===== config.mk =====
export PLATFORM = sky130hd
export DESIGN_NAME = instr_fetch_unit_flat
export DESIGN_NICKNAME = d
export VERILOG_FILES = /design/src/rtl/cpu_pkg.sv /design/src/rtl/instr_fetch_unit_if.sv /design/src/rtl/fetch_buffer.sv /design/src/rtl/instr_fetch_unit.sv /design/src/flat_wrapper.sv
export SDC_FILE = /design/constraint.sdc
export NUM_CORES = 1
export LEC_CHECK = 0
export CORE_ASPECT_RATIO = 1.75
export CORE_MARGIN = 3
export CORE_UTILIZATION = 55
export CTS_BUF_LIST = sky130_fd_sc_hd__clkbuf_16
export DETAILED_ROUTE_END_ITERATION = 10
export GPL_ROUTABILITY_DRIVEN = 1
export PLACE_DENSITY = 0.86
export SLEW_MARGIN = 10
export SYNTH_ARGS = -nofsm -noshare
export SYNTH_HDL_FRONTEND = slang
export SYNTH_SLANG_ARGS = --single-unit

===== constraint.sdc =====
create_clock -name clk -period 10.98 [get_ports clk]
set_input_delay 2.196 -clock clk [delete_from_list [all_inputs] [get_ports clk]]
set_output_delay 2.196 -clock clk [all_outputs]
set_load 0.01 [all_outputs]

===== src/rtl/cpu_pkg.sv =====
// -----------------------------------------------------------------------------
// cpu_pkg
// Shared CPU definitions used by the instruction fetch unit and its bench.
// Contents:
//   OPC_HALT              opcode that stops fetching once decode consumes it
//   OPC_MSB/LSB, FUNC_MSB/LSB  instruction field bit positions
//   fetch_state_t         fetch FSM states {RUN, HALTED}
//   fetch_entry_t         one buffered instruction: {pc, instr}
//   word_align()          clears the byte-offset bits of an address
// -----------------------------------------------------------------------------
package cpu_pkg;

    localparam logic [5:0] OPC_HALT = 6'b111111;

    localparam int OPC_MSB  = 31;
    localparam int OPC_LSB  = 26;
    localparam int FUNC_MSB = 5;
    localparam int FUNC_LSB = 0;

    typedef enum logic {
        RUN    = 1'b0,
        HALTED = 1'b1
    } fetch_state_t;

    typedef struct packed {
        logic [31:0] pc;
        logic [31:0] instr;
    } fetch_entry_t;

    function automatic logic [31:0] word_align(input logic [31:0] addr);
        return addr & ~32'h0000_0003;
    endfunction

endpackage


===== src/rtl/instr_fetch_unit_if.sv =====
// -----------------------------------------------------------------------------
// instr_fetch_unit_if
// Bundles the fetch unit's three bus-facing groups:
//   imem_*      word read requests to instruction memory and in-order responses
//   if_*        instruction handshake towards decode plus decoded opcode/func
//   redirect_*  branch/jump restart requests from execute
//   halted      fetch permanently stopped (until reset)
// Modports:
//   master  the fetch unit
//   slave   the environment (memory, decode, execute)
// -----------------------------------------------------------------------------
interface instr_fetch_unit_if;

    logic        imem_req;
    logic [31:0] imem_addr;
    logic        imem_ready;
    logic        imem_rvalid;
    logic [31:0] imem_rdata;

    logic        if_valid;
    logic        if_ready;
    logic [31:0] if_instr;
    logic [31:0] if_pc;
    logic [5:0]  instruction_opcode;
    logic [5:0]  func_code;

    logic        redirect_valid;
    logic [31:0] redirect_pc;

    logic        halted;

    modport master (
        output imem_req, imem_addr,
        input  imem_ready, imem_rvalid, imem_rdata,
        output if_valid, if_instr, if_pc, instruction_opcode, func_code,
        input  if_ready,
        input  redirect_valid, redirect_pc,
        output halted
    );

    modport slave (
        input  imem_req, imem_addr,
        output imem_ready, imem_rvalid, imem_rdata,
        input  if_valid, if_instr, if_pc, instruction_opcode, func_code,
        output if_ready,
        output redirect_valid, redirect_pc,
        input  halted
    );

endinterface


===== src/rtl/fetch_buffer.sv =====
// -----------------------------------------------------------------------------
// fetch_buffer
// Synchronous FIFO of fetched instructions ({pc, instr} entries).
// Flush has priority over push and pop. The caller guarantees no push when
// full and no pop when empty.
// Ports:
//   clk, reset   clock, synchronous active-high reset
//   push         write push_data at the tail
//   push_data    entry to write
//   pop          drop the head entry
//   flush        discard all entries
//   head         entry at the head (valid when !empty)
//   count        number of stored entries
//   empty        count == 0
// -----------------------------------------------------------------------------
module fetch_buffer
    import cpu_pkg::*;
#(
    parameter int BUF_DEPTH = 2
) (
    input  logic                         clk,
    input  logic                         reset,
    input  logic                         push,
    input  fetch_entry_t                 push_data,
    input  logic                         pop,
    input  logic                         flush,
    output fetch_entry_t                 head,
    output logic [$clog2(BUF_DEPTH):0]   count,
    output logic                         empty
);

    localparam int PTR_W = $clog2(BUF_DEPTH);
    localparam int CNT_W = PTR_W + 1;

    fetch_entry_t     mem [BUF_DEPTH];
    logic [PTR_W-1:0] rd_ptr;
    logic [PTR_W-1:0] wr_ptr;

    // NOTE: sequential state uses non-blocking (<=) so every flop samples the
    // pre-edge values of its neighbours, independent of block ordering.
    always_ff @(posedge clk) begin
        if (reset || flush) begin
            rd_ptr <= '0;
            wr_ptr <= '0;
            count  <= '0;
        end else begin
            // Pointers wrap naturally because BUF_DEPTH is a power of two.
            if (push) wr_ptr <= wr_ptr + 1'b1;
            if (pop)  rd_ptr <= rd_ptr + 1'b1;
            count <= count + CNT_W'(push) - CNT_W'(pop);
        end
    end

    // NOTE: the storage array has no reset; only pointers/count are reset,
    // and nothing is read out until count says an entry was written.
    always_ff @(posedge clk) begin
        if (push && !flush) begin
            mem[wr_ptr] <= push_data;
        end
    end

    assign head  = mem[rd_ptr];
    assign empty = (count == '0);

endmodule


===== src/rtl/instr_fetch_unit.sv =====
// -----------------------------------------------------------------------------
// instr_fetch_unit
// Owns the PC, issues word reads to instruction memory, buffers returned words
// and presents them to decode on a valid/ready handshake. Execute can redirect
// the PC; consuming the halt opcode stops fetching until reset.
// Parameters:
//   RESET_PC   byte address fetched first after reset
//   BUF_DEPTH  buffer entries and cap on in-flight + buffered words (>=2, 2^n)
// Ports:
//   clk, reset   clock, synchronous active-high reset
//   bus          instr_fetch_unit_if.master (imem, decode and redirect groups)
//   perf_fetched instructions consumed by decode  (FETCH_PERF_CNT_EN only)
//   perf_stall   cycles decode was ready with nothing valid in RUN
//                                                  (FETCH_PERF_CNT_EN only)
// Build option: define FETCH_PERF_CNT_EN to add the two performance counters.
// -----------------------------------------------------------------------------
module instr_fetch_unit
    import cpu_pkg::*;
#(
    parameter logic [31:0] RESET_PC  = 32'h0000_0000,
    parameter int          BUF_DEPTH = 2
) (
    input  logic                     clk,
    input  logic                     reset,
    instr_fetch_unit_if.master       bus
`ifdef FETCH_PERF_CNT_EN
    ,
    output logic [31:0]              perf_fetched,
    output logic [31:0]              perf_stall
`endif
);

    localparam int CNT_W = $clog2(BUF_DEPTH) + 1;

    fetch_state_t     state;
    logic [31:0]      pc;
    logic [31:0]      resp_pc;
    logic [CNT_W-1:0] outstanding;
    logic [CNT_W-1:0] drop;
    // Low during reset and the first cycle after it, so no request is raised
    // before the unit has seen one clean reset-free edge.
    logic             started;

    fetch_entry_t     buf_head;
    logic [CNT_W-1:0] buf_count;
    logic             buf_empty;

    logic             in_run;
    logic             head_valid;
    logic             consume;
    logic             halt_consume;
    logic             redirect_take;
    logic [CNT_W:0]   in_use;
    logic             req;
    logic             issue;
    logic             resp_drop;
    logic             push;

    // NOTE: every always_comb output gets a default assignment first, so no
    // path through the block can leave a signal unassigned (no latches).
    always_comb begin
        in_run        = 1'b0;
        head_valid    = 1'b0;
        consume       = 1'b0;
        halt_consume  = 1'b0;
        redirect_take = 1'b0;
        in_use        = '0;
        req           = 1'b0;
        issue         = 1'b0;
        resp_drop     = 1'b0;
        push          = 1'b0;

        in_run       = (state == RUN);
        head_valid   = in_run && !buf_empty;
        consume      = head_valid && bus.if_ready;
        halt_consume = consume && (buf_head.instr[OPC_MSB:OPC_LSB] == OPC_HALT);
        // A halt consumed in the same cycle wins over a redirect.
        redirect_take = bus.redirect_valid && in_run && !halt_consume;

        // Credit rule: words in flight plus words buffered never exceed the
        // buffer depth, so every response has a slot waiting for it.
        in_use = {1'b0, outstanding} + {1'b0, buf_count};
        req    = in_run && started && !redirect_take &&
                 (in_use < (CNT_W+1)'(BUF_DEPTH));
        issue  = req && bus.imem_ready;

        // Responses belonging to a squashed fetch stream are discarded,
        // including one that arrives in the redirect cycle itself.
        resp_drop = bus.imem_rvalid && ((drop != '0) || redirect_take);
        push      = bus.imem_rvalid && !resp_drop;
    end

    always_ff @(posedge clk) begin
        if (reset) begin
            state       <= RUN;
            pc          <= RESET_PC;
            resp_pc     <= RESET_PC;
            outstanding <= '0;
            drop        <= '0;
            started     <= 1'b0;
        end else begin
            started     <= 1'b1;
            outstanding <= outstanding + CNT_W'(issue) - CNT_W'(bus.imem_rvalid);

            case (state)
                RUN:     if (halt_consume) state <= HALTED;
                HALTED:  state <= HALTED;
                default: state <= RUN;
            endcase

            if (redirect_take) begin
                pc      <= word_align(bus.redirect_pc);
                resp_pc <= word_align(bus.redirect_pc);
                // Everything still in flight after this cycle's response is stale.
                drop    <= outstanding - CNT_W'(bus.imem_rvalid);
            end else begin
                if (issue) pc <= pc + 32'd4;
                if (bus.imem_rvalid) begin
                    if (drop != '0) drop    <= drop - 1'b1;
                    else            resp_pc <= resp_pc + 32'd4;
                end
            end
        end
    end

    fetch_buffer #(
        .BUF_DEPTH (BUF_DEPTH)
    ) u_fetch_buffer (
        .clk       (clk),
        .reset     (reset),
        .push      (push),
        .push_data ('{pc: resp_pc, instr: bus.imem_rdata}),
        .pop       (consume),
        .flush     (redirect_take),
        .head      (buf_head),
        .count     (buf_count),
        .empty     (buf_empty)
    );

    assign bus.imem_req           = req;
    assign bus.imem_addr          = pc;
    assign bus.if_valid           = head_valid;
    assign bus.if_instr           = buf_head.instr;
    assign bus.if_pc              = buf_head.pc;
    assign bus.instruction_opcode = buf_head.instr[OPC_MSB:OPC_LSB];
    assign bus.func_code          = buf_head.instr[FUNC_MSB:FUNC_LSB];
    assign bus.halted             = (state == HALTED);

`ifdef FETCH_PERF_CNT_EN
    always_ff @(posedge clk) begin
        if (reset) begin
            perf_fetched <= '0;
            perf_stall   <= '0;
        end else begin
            if (consume) perf_fetched <= perf_fetched + 32'd1;
            if (in_run && bus.if_ready && !head_valid) perf_stall <= perf_stall + 32'd1;
        end
    end
`endif

endmodule


===== src/flat_wrapper.sv =====
// flat-port wrapper written by rule: the top's interface ports become plain ports
module instr_fetch_unit_flat import cpu_pkg::*;
#(
    parameter logic [31:0] RESET_PC  = 32'h0000_0000,
    parameter int          BUF_DEPTH = 2
)
  (clk, reset, bus_imem_req, bus_imem_addr, bus_imem_ready, bus_imem_rvalid, bus_imem_rdata, bus_if_valid, bus_if_instr, bus_if_pc, bus_instruction_opcode, bus_func_code, bus_if_ready, bus_redirect_valid, bus_redirect_pc, bus_halted);
  instr_fetch_unit_if bus_i ();
  input  logic clk;
  input  logic reset;
  output wire logic [$bits(bus_i.imem_req)-1:0] bus_imem_req;
  output wire logic [$bits(bus_i.imem_addr)-1:0] bus_imem_addr;
  input wire logic [$bits(bus_i.imem_ready)-1:0] bus_imem_ready;
  input wire logic [$bits(bus_i.imem_rvalid)-1:0] bus_imem_rvalid;
  input wire logic [$bits(bus_i.imem_rdata)-1:0] bus_imem_rdata;
  output wire logic [$bits(bus_i.if_valid)-1:0] bus_if_valid;
  output wire logic [$bits(bus_i.if_instr)-1:0] bus_if_instr;
  output wire logic [$bits(bus_i.if_pc)-1:0] bus_if_pc;
  output wire logic [$bits(bus_i.instruction_opcode)-1:0] bus_instruction_opcode;
  output wire logic [$bits(bus_i.func_code)-1:0] bus_func_code;
  input wire logic [$bits(bus_i.if_ready)-1:0] bus_if_ready;
  input wire logic [$bits(bus_i.redirect_valid)-1:0] bus_redirect_valid;
  input wire logic [$bits(bus_i.redirect_pc)-1:0] bus_redirect_pc;
  output wire logic [$bits(bus_i.halted)-1:0] bus_halted;
  assign bus_imem_req = bus_i.imem_req;
  assign bus_imem_addr = bus_i.imem_addr;
  assign bus_i.imem_ready = bus_imem_ready;
  assign bus_i.imem_rvalid = bus_imem_rvalid;
  assign bus_i.imem_rdata = bus_imem_rdata;
  assign bus_if_valid = bus_i.if_valid;
  assign bus_if_instr = bus_i.if_instr;
  assign bus_if_pc = bus_i.if_pc;
  assign bus_instruction_opcode = bus_i.instruction_opcode;
  assign bus_func_code = bus_i.func_code;
  assign bus_i.if_ready = bus_if_ready;
  assign bus_i.redirect_valid = bus_redirect_valid;
  assign bus_i.redirect_pc = bus_redirect_pc;
  assign bus_halted = bus_i.halted;
  instr_fetch_unit #(.RESET_PC(RESET_PC), .BUF_DEPTH(BUF_DEPTH)) u_core (.clk(clk), .reset(reset), .bus(bus_i));
endmodule

**Word-level counts from Yosys, hierarchy flattened**

Memory sizes are Yosys's and may differ from the RTL's. A register that Yosys moved wholly into a read port is not among the register bits.
Cells that the tools add are included.

- Flip-flop bits (word level): 74
- RAM bits: 128
- Input bits: 70
- Output and inout port bits: 111
- Logic and storage cells: 70
- Memories: 1

Memory list:

| memory | depth | bits a word | read ports | clocked after Yosys merged registers in | wr ports | RTL line | text |
|---|---|---|---|---|---|---|---|
| u_core.u_fetch_buffer.mem | 2 | 64 | 1 | 1 | 1 | fetch_buffer.sv:35 | `fetch_entry_t mem [BUF_DEPTH];` |

- $add $sub $neg: 11
- $lt $le $gt $ge: 1
- Equal/unequal tests: 2
- Muxes and demuxes: 15
- Bitwise gates (word level): 2
- Reductions and logical operators: 27

Operators with widths:

| cell | count |
|---|---|
| $mux W32 | 5 |
| $add A32 B3 Y32 const B | 2 |
| $logic_and A1 B1 Y1 | 12 |
| $reduce_bool A2 Y1 | 4 |
| $eq A6 B6 Y1 const B | 1 |
| $mux W1 | 6 |
| $mux W2 | 3 |
| $reduce_and A2 Y1 | 3 |
| $sub A2 B1 Y2 | 3 |
| $add A2 B1 Y2 | 2 |
| $logic_not A1 Y1 | 4 |
| $add A2 B2 Y3 | 1 |
| $lt A3 B2 Y1 const B | 1 |
| $add A1 B1 Y1 const B | 2 |
| $logic_not A2 Y1 | 1 |
| $logic_or A1 B1 Y1 | 2 |
| $ne A2 B2 Y1 const B | 1 |
| $not A1 Y1 | 2 |
| $pmux W1 S2 | 1 |
| $reduce_or A2 Y1 | 1 |
| $sub A2 B1 Y2 const B | 1 |

**Depth between registers and ports, before layout**

Gate-level depths: netlist (run 1).

- Depth after elaboration: 14
- Mapped depth: 13
- Depth with buffers taken out: 11

**Cells and area by module**

Synthesis (run 1) repeated with hierarchy kept, for this count alone.

- Cell total of the unflattened synthesis: 631
- Area total of the unflattened synthesis: 8597.0 um2

Modules (own cells, without submodules):

| module | instances | cells each | area each (um2) | seq. area each (um2) |
|---|---|---|---|---|
| fetch_buffer | 1 | 219 | 5141.2 | 3943.8 |
| instr_fetch_unit | 1 | 412 | 3455.8 | 1321.3 |

**Worst setup path before layout (run 1)**

OpenSTA, ideal clock, no wires.

- Kind: input-to-reg
- Start: input bus_if_ready
- End: memory u_core.u_fetch_buffer.mem[1][0] in the netlist's numbering (enable)
- Setup time: 571 ps
- Arrival time: 7683 ps
- Data required time: 10409 ps
- Slack: 2726 ps
- Cell stages on the path: 4
- Buffers on the path: 0
- Cell sequence: nand2_1 > a221oi_1 > nor2_1 > nor3b_1

- Cells in the longest elaborated chain, start to end: 11
- Elaborated cells between the ends (all ways): 12
- Classes of those cells: mux: 2; reduce/logical: 10

Ends and longest elaborated chain:

| what | RTL line | text |
|---|---|---|
| start, declared | flat_wrapper.sv:21 | `input wire logic [$bits(bus_i.if_ready)-1:0] bus_if_ready;` |
| $logic_and A1 B1 Y1 * | instr_fetch_unit.sv:75 | `consume = head_valid && bus.if_ready;` |
| $logic_and A1 B1 Y1 * | instr_fetch_unit.sv:76 | `halt_consume = consume && (buf_head.instr[OPC_MSB:OPC_LSB] == OPC_HALT);` |
| $logic_not A1 Y1 * | instr_fetch_unit.sv:78 | `redirect_take = bus.redirect_valid && in_run && !halt_consume;` |
| $logic_and A1 B1 Y1 * | instr_fetch_unit.sv:78 |  |
| $logic_or A1 B1 Y1 | instr_fetch_unit.sv:89 | `resp_drop = bus.imem_rvalid && ((drop != '0) \|\| redirect_take);` |
| $logic_and A1 B1 Y1 | instr_fetch_unit.sv:89 |  |
| $logic_not A1 Y1 | instr_fetch_unit.sv:90 | `push = bus.imem_rvalid && !resp_drop;` |
| $logic_and A1 B1 Y1 | instr_fetch_unit.sv:90 |  |
| $logic_and A1 B1 Y1 * | fetch_buffer.sv:57 | `if (push && !flush) begin` |
| $mux W1 * | fetch_buffer.sv:57 |  |
| $mux W1 (not written as such) * | fetch_buffer.sv:58 | `mem[wr_ptr] <= push_data;` |
| end, declared | fetch_buffer.sv:35 |  |

Mark *: on every way between the ends. The rest lies on a longest branch, timed or not.

**Worst setup path in the final report (run 1)**

- Start: input bus_if_ready
- End: output bus_imem_req

- Cells in the longest elaborated chain, start to end: 7

Ends and longest elaborated chain:

| what | RTL line | text |
|---|---|---|
| $logic_and A1 B1 Y1 | instr_fetch_unit.sv:75 |  |
| $logic_and A1 B1 Y1 | instr_fetch_unit.sv:76 |  |
| $logic_not A1 Y1 | instr_fetch_unit.sv:78 |  |
| $logic_and A1 B1 Y1 | instr_fetch_unit.sv:78 |  |
| $logic_not A1 Y1 | instr_fetch_unit.sv:83 | `req = in_run && started && !redirect_take &&` |
| $logic_and A1 B1 Y1 (2 in a row) | instr_fetch_unit.sv:83 |  |
| end, declared | flat_wrapper.sv:11 | `output wire logic [$bits(bus_i.imem_req)-1:0] bus_imem_req;` |

No other way between the ends.

==> summary.txt, run 1 <==
Min path
  • Hold_sp: u_core.resp_pc[31]$_SDFFE_PP0P_
  • Tightest Hold Check Type: reg2reg

Synthesis
  • Synth top area cells: edfxtp_1 (45%), dfxtp_1 (17%), mux2_2 (8.4%)
  • Yosys warnings: 0
  • Post-synthesis sequential area ratio: 0.6284
  • Synthesis-stage register bit count: roughly 200
  • Yosys top cell area share: 0.4548
  • Syn_area_per_cell: about 13 µm²
  • Post-synthesis cell area: 8188 µm²
  • Post-Syn Instances: 628
  • Synth unique cells: between 40 and 50
  • Top cell type by total area after synthesis: edfxtp_1

Final layout
  • Nets: between 800 and 900
  • Filler cells: 948
  • Post-route cell area: 10580 µm²
  • Area Growth Syn to Fin: 29.23%
  • Non-filler cells, final: ~1000
  • Share of layout cells above drive strength 1: 0.1375
  • Ant. Diodes: 0

Placed design
  • Cell total after placement: around 950
  • Placed instance area: ~10000 µm²
  • DP Worst Slack: 4.396 ns
  • Port Buf Inserts: between 150 and 200
  • Routability cong.: 0.8958
  • DPL Wire Length: 12.87 mm

Clock network
  • Post-CTS Hold Buffers: 0
  • CTS Buffer Depth: 2
  • Reg clk slew, reported paths: about 0.070 ns
  • Inserted Clock Buffers: 17
  • H-Tree Level Count: 4
  • Clk root buf: clkbuf_16
  • CTS tree: yes
  • Clk_lat worst skew: about 0.43 ns
  • Post-CTS Setup Inserts: 0
  • # clock sinks: 195
  • Post-cts sizing count: 0

Floorplan
  • Top-level port count: 181
  • # rows: 58
  • Die width: between 90 and 100 µm
  • Die Y: ~170 µm
  • Core Area: 14510 µm²
  • DIE AREA: approximately 16000 µm²
  • Initial Util: 0.5641

Pwr
  • Pleak: 3.596 nW
  • Switch share: 0.2350
  • Sw Pwr: 0.0003791 W
  • Internal power: 0.001234 W
  • PD cells: 152.5 nW/µm²
  • Clock power share: 0.363
  • Combinational power share: 0.111
  • Design Power: between 0.0015 and 0.002 W
  • Peak supply drop: 0.1115 mV
  • Flop pwr share: 0.525

Route
  • ANT nets after route: 0
  • Total wire length: ~18 mm
  • Via count: about 5.6k
  • DR WL/cell: about 19 µm
  • DRT Pass-1 Iters: 5
  • Vias per cell: about 5.8
  • Initial drt markers: 371
  • DR DRC count: 0

Timing
  • Setup violators final: 0
  • Post-layout min period: between 6 and 7 ns
  • Final hold violations: 0
  • Setup WS post-layout: approximately 4.4 ns
  • Worst slew pin tran: roughly 1.1 ns
  • Final period util: 0.5991
  • Worst Skew: about 0.012 ns
  • Achievable clock frequency: 152.0 MHz
  • Setup TNS: 0 ns
  • RSZ-0062 raised after global routing: no
  • Worst slew margin: 0.2284
  • Slew Limit Fails: 0

Run
  • # Max-Cap Violations: 0

Critical path
  • CP Launch Type: primary input
  • Worst Setup SP: bus_if_ready
  • Critical path class: in2out
  • Crit Path Max Fanout: 35
  • Critical path required time: a little under 9 ns
  • Critical Path End Type: output port
  • Worst Path Arrival: roughly 4.4 ns

Global route
  • GRT Overall Usage: 0.2263
  • Initial antenna violation count: 0
  • Vias in the first global route: 5795
  • First-pass GRT wire length: between 20 and 30 mm
  • Largest net degree at the start of global routing: 67
  • Total gr overflow: 0

Outcome
  • Status: complete, no violations
[cells in the mapped netlist, drive strengths merged]
| cell type | count |
|---|---|
| inv | 11 |
| a21o | 1 |
| or4 | 2 |
| and3 | 7 |
| a31oi | 2 |
| nor4 | 8 |
| a211oi | 2 |
| nand4 | 27 |
| ha | 7 |
| nand2 | 26 |
| conb | 1 |
| nor3 | 18 |
| or4b | 2 |
| nor3b | 2 |
| a221oi | 1 |
| xor2 | 40 |
| and2 | 2 |
| o21ba | 1 |
| mux2i | 2 |
| nand3 | 21 |
| buf | 22 |
| nand2b | 2 |
| nand3b | 1 |
| a21oi | 59 |
| or2 | 2 |
| and4 | 6 |
| nor4b | 1 |
| fa | 1 |
| o31ai | 30 |
| nor2 | 14 |
| or3 | 2 |
| nor2b | 2 |
| o21ai | 2 |
| clkbuf | 22 |
| mux2 | 61 |
| xnor2 | 23 |
| dfxtp | 71 |
| edfxtp | 124 |
[registers in the layout, indices dropped and copies added (netlist names), named ones only]
| name | flops |
|---|---|
| u_core.outstanding | 2 |
| u_core.u_fetch_buffer.wr_ptr | 1 |
| u_core.u_fetch_buffer.count | 2 |
| u_core.bus.imem_addr | 30 |
| u_core.started | 1 |
| u_core.u_fetch_buffer.rd_ptr | 1 |
| u_core.u_fetch_buffer.mem | 124 |
| u_core.resp_pc | 30 |
| u_core.drop | 2 |
| u_core.bus.halted | 1 |
[placed cells by master (no fill, tap or decap), drive strengths merged, types with 3 or more instances in the layout]
cell           netlist  layout
nor3                18      18
clkbuf              22      19
nand2               26      26
o31ai               30      30
clkdlybuf4s50        0     174
and4                 6       6
mux2                61      61
nand3               21      21
and3                 7       7
clkinvlp             0       3
nand4               27      27
conb                 1       4
a21oi               59      59
edfxtp             124     124
buf                 22       7
inv                 11      20
xor2                40      40
ha                   7       7
nor4                 8       8
dfxtp               71      71
xnor2               23      23
nor2                14      14
[kinds of logic (layout without fill, tap and decap cells)]
| logic type | after synthesis | after routing | share of synthesized area |
|---|---|---|---|
| xor+xnor | 63 | 63 | 0.06739 |
| fa+ha+maj | 8 | 8 | 0.01314 |
| buf+inv | 55 | 224 | 0.03377 |
| compound gates | 98 | 98 | 0.07136 |
| simple gates | 145 | 145 | 0.09917 |
| other cells | 1 | 4 | 0.0004580 |
| mux | 63 | 63 | 0.08634 |
| flops | 195 | 195 | 0.6284 |
[per-stage QoR]
| step | hold slack (ns) | utilization |
|---|---|---|
| finish | 0.4949 | 0.7291 |
| global route | 0.5213 | 0.7291 |
| CTS | 0.4994 | 0.7291 |
| detailed placement | 0.4830 | 0.6898 |
| global placement | 0.4606 | 0.6898 |
| floorplan | 0.4339 | - |
[per-layer routing]
| layer | global-route usage | wire length [µm] | vias to the layer above |
|---|---|---|---|
| li1 | - | - | 2658 |
| met5 | 0 | 0 | - |
| met3 | 0.03960 | 959 | 46 |
| met4 | 0.08859 | 508 | 0 |
| met1 | 0.2615 | 6955 | 2694 |
| met2 | 0.4125 | 10060 | 240 |
[power by group through the flow]
stage / clock network [W] / logic, W / registers, W
after floorplan: 0 / 0.0000860 / 0.000861
after global placement: 0 / 0.000174 / 0.000859
after detailed placement: 0 / 0.000179 / 0.000863
after CTS: 0.000599 / 0.000181 / 0.000847
after global routing: 0.000626 / 0.000193 / 0.000851
final: 0.000586 / 0.000180 / 0.000848
[final cells by class]
| type | count | area [µm²] | area share |
|---|---|---|---|
| tap | 180 | 225.2 | 0.02128 |
| timing repair buffer | 181 | 1794 | 0.1696 |
| clock buffer | 19 | 475.5 | 0.04493 |
| clock inverter | 13 | 93.84 | 0.008868 |
| sequential | 195 | 5146 | 0.4863 |
| multi-input combinational | 381 | 2805 | 0.2651 |
| inverter | 11 | 41.29 | 0.003902 |
[path summary, 6_finish.rpt]
| check | end | slack (ns) | cells past startpoint |
|---|---|---|---|
| setup / recovery | bus_imem_req | 4.40 | 7 |
| hold / removal | u_core.u_fetch_buffer.mem[1][63]$_DFFE_PP_ | 0.49 | 0 |
| setup reg to reg | u_core.u_fetch_buffer.count[1]$_SDFF_PP0_ | 7.07 | 13 |
| hold reg to reg | u_core.u_fetch_buffer.mem[1][63]$_DFFE_PP_ | 0.49 | 0 |
[critical path, stage by stage]
cell and delay [ns]:
clkdlybuf4s50_1 0.45, nand2_1 0.14, a221oi_4 0.24, buf_4 0.40
nor2_1 0.25, nor2_1 0.15, clkdlybuf4s50_1 0.55
No activity file was read; power rests on OpenSTA's default activity.
==> run 2: changes to the inputs <==
CORE_UTILIZATION = 51   (was 55)
PLACE_DENSITY = 0.81   (was 0.86)
clock period = 6.23 ns   (was 10.98 ns; I/O delays follow)
==> run 2 against run 1 <==
Compared with the run above: largest cell class unchanged; count of clock-buffer cells in the layout shrank 2; critical endpoint unchanged; die area grew 7.5%; via count shrank 0.37%; power grew 76%.
==> summary.txt, run 2 (synthesis gave the netlist of run 1 again) <==
Outcome
  • Status: complete, no violations (unchanged)

Route
  • DR DRC count: 0 (unchanged)
  • Via count: 5617 (was 5638)
  • DRT Pass-1 Iters: 5 (unchanged)
  • Initial drt markers: 353 (was 371)
  • Total wire length: 18.36 mm (was 18.48 mm)
  • ANT nets after route: 0 (unchanged)
  • DR WL/cell: 18.62 µm (was 18.86 µm)
  • Vias per cell: 5.697 (was 5.753)

Floorplan
  • Die Y: 173.6 µm (was 167.4 µm)
  • Top-level port count: 181 (unchanged)
  • Initial Util: 0.5269 (was 0.5641)
  • # rows: 60 (was 58)
  • Die width: 101.8 µm (was 98.23 µm)
  • DIE AREA: 17670 µm² (was 16440 µm²)
  • Core Area: 15540 µm² (was 14510 µm²)

Clock network
  • Post-cts sizing count: 0 (unchanged)
  • Post-CTS Hold Buffers: 0 (unchanged)
  • Post-CTS Setup Inserts: 0 (unchanged)
  • H-Tree Level Count: 4 (unchanged)
  • # clock sinks: 195 (unchanged)
  • Clk_lat worst skew: 0.42 ns (was 0.43 ns)
  • CTS Buffer Depth: 2 (unchanged)
  • Inserted Clock Buffers: 17 (unchanged)
  • CTS tree: yes (unchanged)
  • Clk root buf: clkbuf_16 (unchanged)
  • Reg clk slew, reported paths: 0.06 ns (was 0.07 ns)

Critical path
  • Critical path required time: 4.98 ns (was 8.78 ns)
  • CP Launch Type: primary input (unchanged)
  • Critical Path End Type: output port (unchanged)
  • Critical path class: in2out (unchanged)
  • Crit Path Max Fanout: 35 (unchanged)
  • Crit path buf inv count: 3 (unchanged)
  • Worst Path Arrival: 3.41 ns (was 4.38 ns)
  • Slowest cell on crit path: clkdlybuf4s50_1 (unchanged)
  • Worst path cell trace: clkdlybuf4s50_1 -> nand2_1 -> a221oi_4 -> buf_4 -> nor2_1 -> nor2_1 -> clkdlybuf4s50_1 (unchanged)
  • Delay-heaviest family, CP: buffers and inverters (unchanged)
  • Crit path largest cell delay: 0.55 ns (about the same)

Timing
  • Achievable clock frequency: ~210 MHz
  • Setup violators final: 0 (unchanged)
  • Worst Skew: 0.01270 ns (was 0.01243 ns)
  • Slew Limit Fails: 0 (unchanged)
  • Setup TNS: 0 ns (unchanged)
  • Post-layout min period: approximately 4.7 ns
  • Worst slew margin: 0.1710 (was 0.2284)
  • Worst slew pin tran: 1.232 ns (was 1.148 ns)
  • RSZ-0062 raised after global routing: no (unchanged)
  • Final period util: 0.7468
  • Final hold violations: 0 (unchanged)

Pwr
  • PD cells: 268.2 nW/µm² (was 152.5 nW/µm²)
  • Clock power share: 0.363 (about the same)
  • Flop pwr share: 0.526 (was 0.525)
  • Internal power: 0.002169 W (was 0.001234 W)
  • Pleak: 3.604 nW (was 3.596 nW)
  • Sw Pwr: 0.0006714 W (was 0.0003791 W)
  • Peak supply drop: 0.1686 mV (was 0.1115 mV)
  • Switch share: 0.2364 (was 0.2350)
  • Combinational power share: 0.111 (about the same)

Final layout
  • Share of layout cells above drive strength 1: 0.1375 (unchanged)
  • Ant. Diodes: 0 (unchanged)
  • Area Growth Syn to Fin: 29.36% (was 29.23%)
  • Post-layout util: 0.6816 (was 0.7291)
  • Commonest non-fill, non-tap cell in the layout: clkdlybuf4s50_1 (unchanged)
  • Largest Register: u_core.u_fetch_buffer.mem (unchanged)
  • Most frequent cells in the layout: clkdlybuf4s50_1 (174), edfxtp_1 (124), dfxtp_1 (70), mux2_2 (61), a21oi_1 (59) (unchanged)
  • Max reg flops: 124 (unchanged)
  • Nets: 865 (unchanged)
  • Post-route cell area: 10590 µm² (was 10580 µm²)

Placed design
  • Port Buf Inserts: 174 (unchanged)
  • Placed instance area: 10030 µm² (was 10010 µm²)
  • Routability cong.: 0.9056 (was 0.8958)
  • DPL Wire Length: 12.78 mm (was 12.87 mm)

Min path
  • Tightest Hold Check Type: reg2reg (unchanged)

Run
  • # Max-Cap Violations: 0 (unchanged)

Global route
  • Largest net degree at the start of global routing: 65 (was 67)
  • Vias in the first global route: 5663 (was 5795)
  • Total gr overflow: 0 (unchanged)
  • First-pass GRT wire length: 28.61 mm (was 29.49 mm)
  • Initial antenna violation count: 0 (unchanged)
  • GRT Overall Usage: 0.2075 (was 0.2263)
==> run 2: cell type report <==
| type | instances | area [µm²] |
|---|---|---|
| Timing Repair Buffer | 181 | 1794 |
| Sequential cell | 195 | 5146 |
| Fill cell | 1160 | 4949 |
| Clock inverter | 15 | 133.9 |
| Tap cell | 186 | 232.7 |
| Clock buffer | 17 | 425.4 |
| Multi-Input combinational cell | 381 | 2818 |
| Inverter | 11 | 41.29 |
==> run 2: power groups by stage <==
stage	Sequential, W	Clock [W]	Combinational (W)
after detailed placement	0.00152	0	0.000316
after global routing	0.00150	0.00110	0.000341
final	0.00149	0.00103	0.000316
after floorplan	0.00151	0	0.000152
after CTS	0.00149	0.00105	0.000318
after global placement	0.00151	0	0.000308
==> run 2: stage by stage <==
stage | power [W] | hold WS (ns) | setup WS, ns | std cells
global placement | 0.001823 | 0.4565 | 1.617 | 954
CTS | 0.002861 | 0.5078 | 1.573 | 986
detailed placement | 0.001836 | 0.4737 | 1.576 | 954
finish | 0.002841 | 0.5178 | 1.577 | 986
floorplan | 0.001667 | 0.4339 | 1.091 | 631
global route | 0.002944 | 0.5269 | 1.434 | 986
==> run 2: metal layers <==
| metal | global-route usage | up-vias | routed length, µm |
|---|---|---|---|
| met5 | 0 | - | 0 |
| met2 | 0.3571 | 227 | 9641 |
| li1 | - | 2654 | - |
| met4 | 0.1026 | 0 | 655 |
| met3 | 0.04430 | 45 | 1087 |
| met1 | 0.2387 | 2691 | 6977 |
==> run 2: path summary, 6_finish.rpt <==
kind | startpoint | endpoint | slack [ns] | cells after the start
setup / recovery | bus_if_ready | bus_imem_req | 1.58 | 7
hold / removal | u_core.resp_pc[24]$_SDFFE_PP0P_ | u_core.u_fetch_buffer.mem[0][56]$_DFFE_PP_ | 0.52 | 0
setup reg to reg | flop | u_core.u_fetch_buffer.count[1]$_SDFF_PP0_ | 2.83 | 12
hold reg to reg | u_core.resp_pc[24]$_SDFFE_PP0P_ | u_core.u_fetch_buffer.mem[0][56]$_DFFE_PP_ | 0.52 | 0
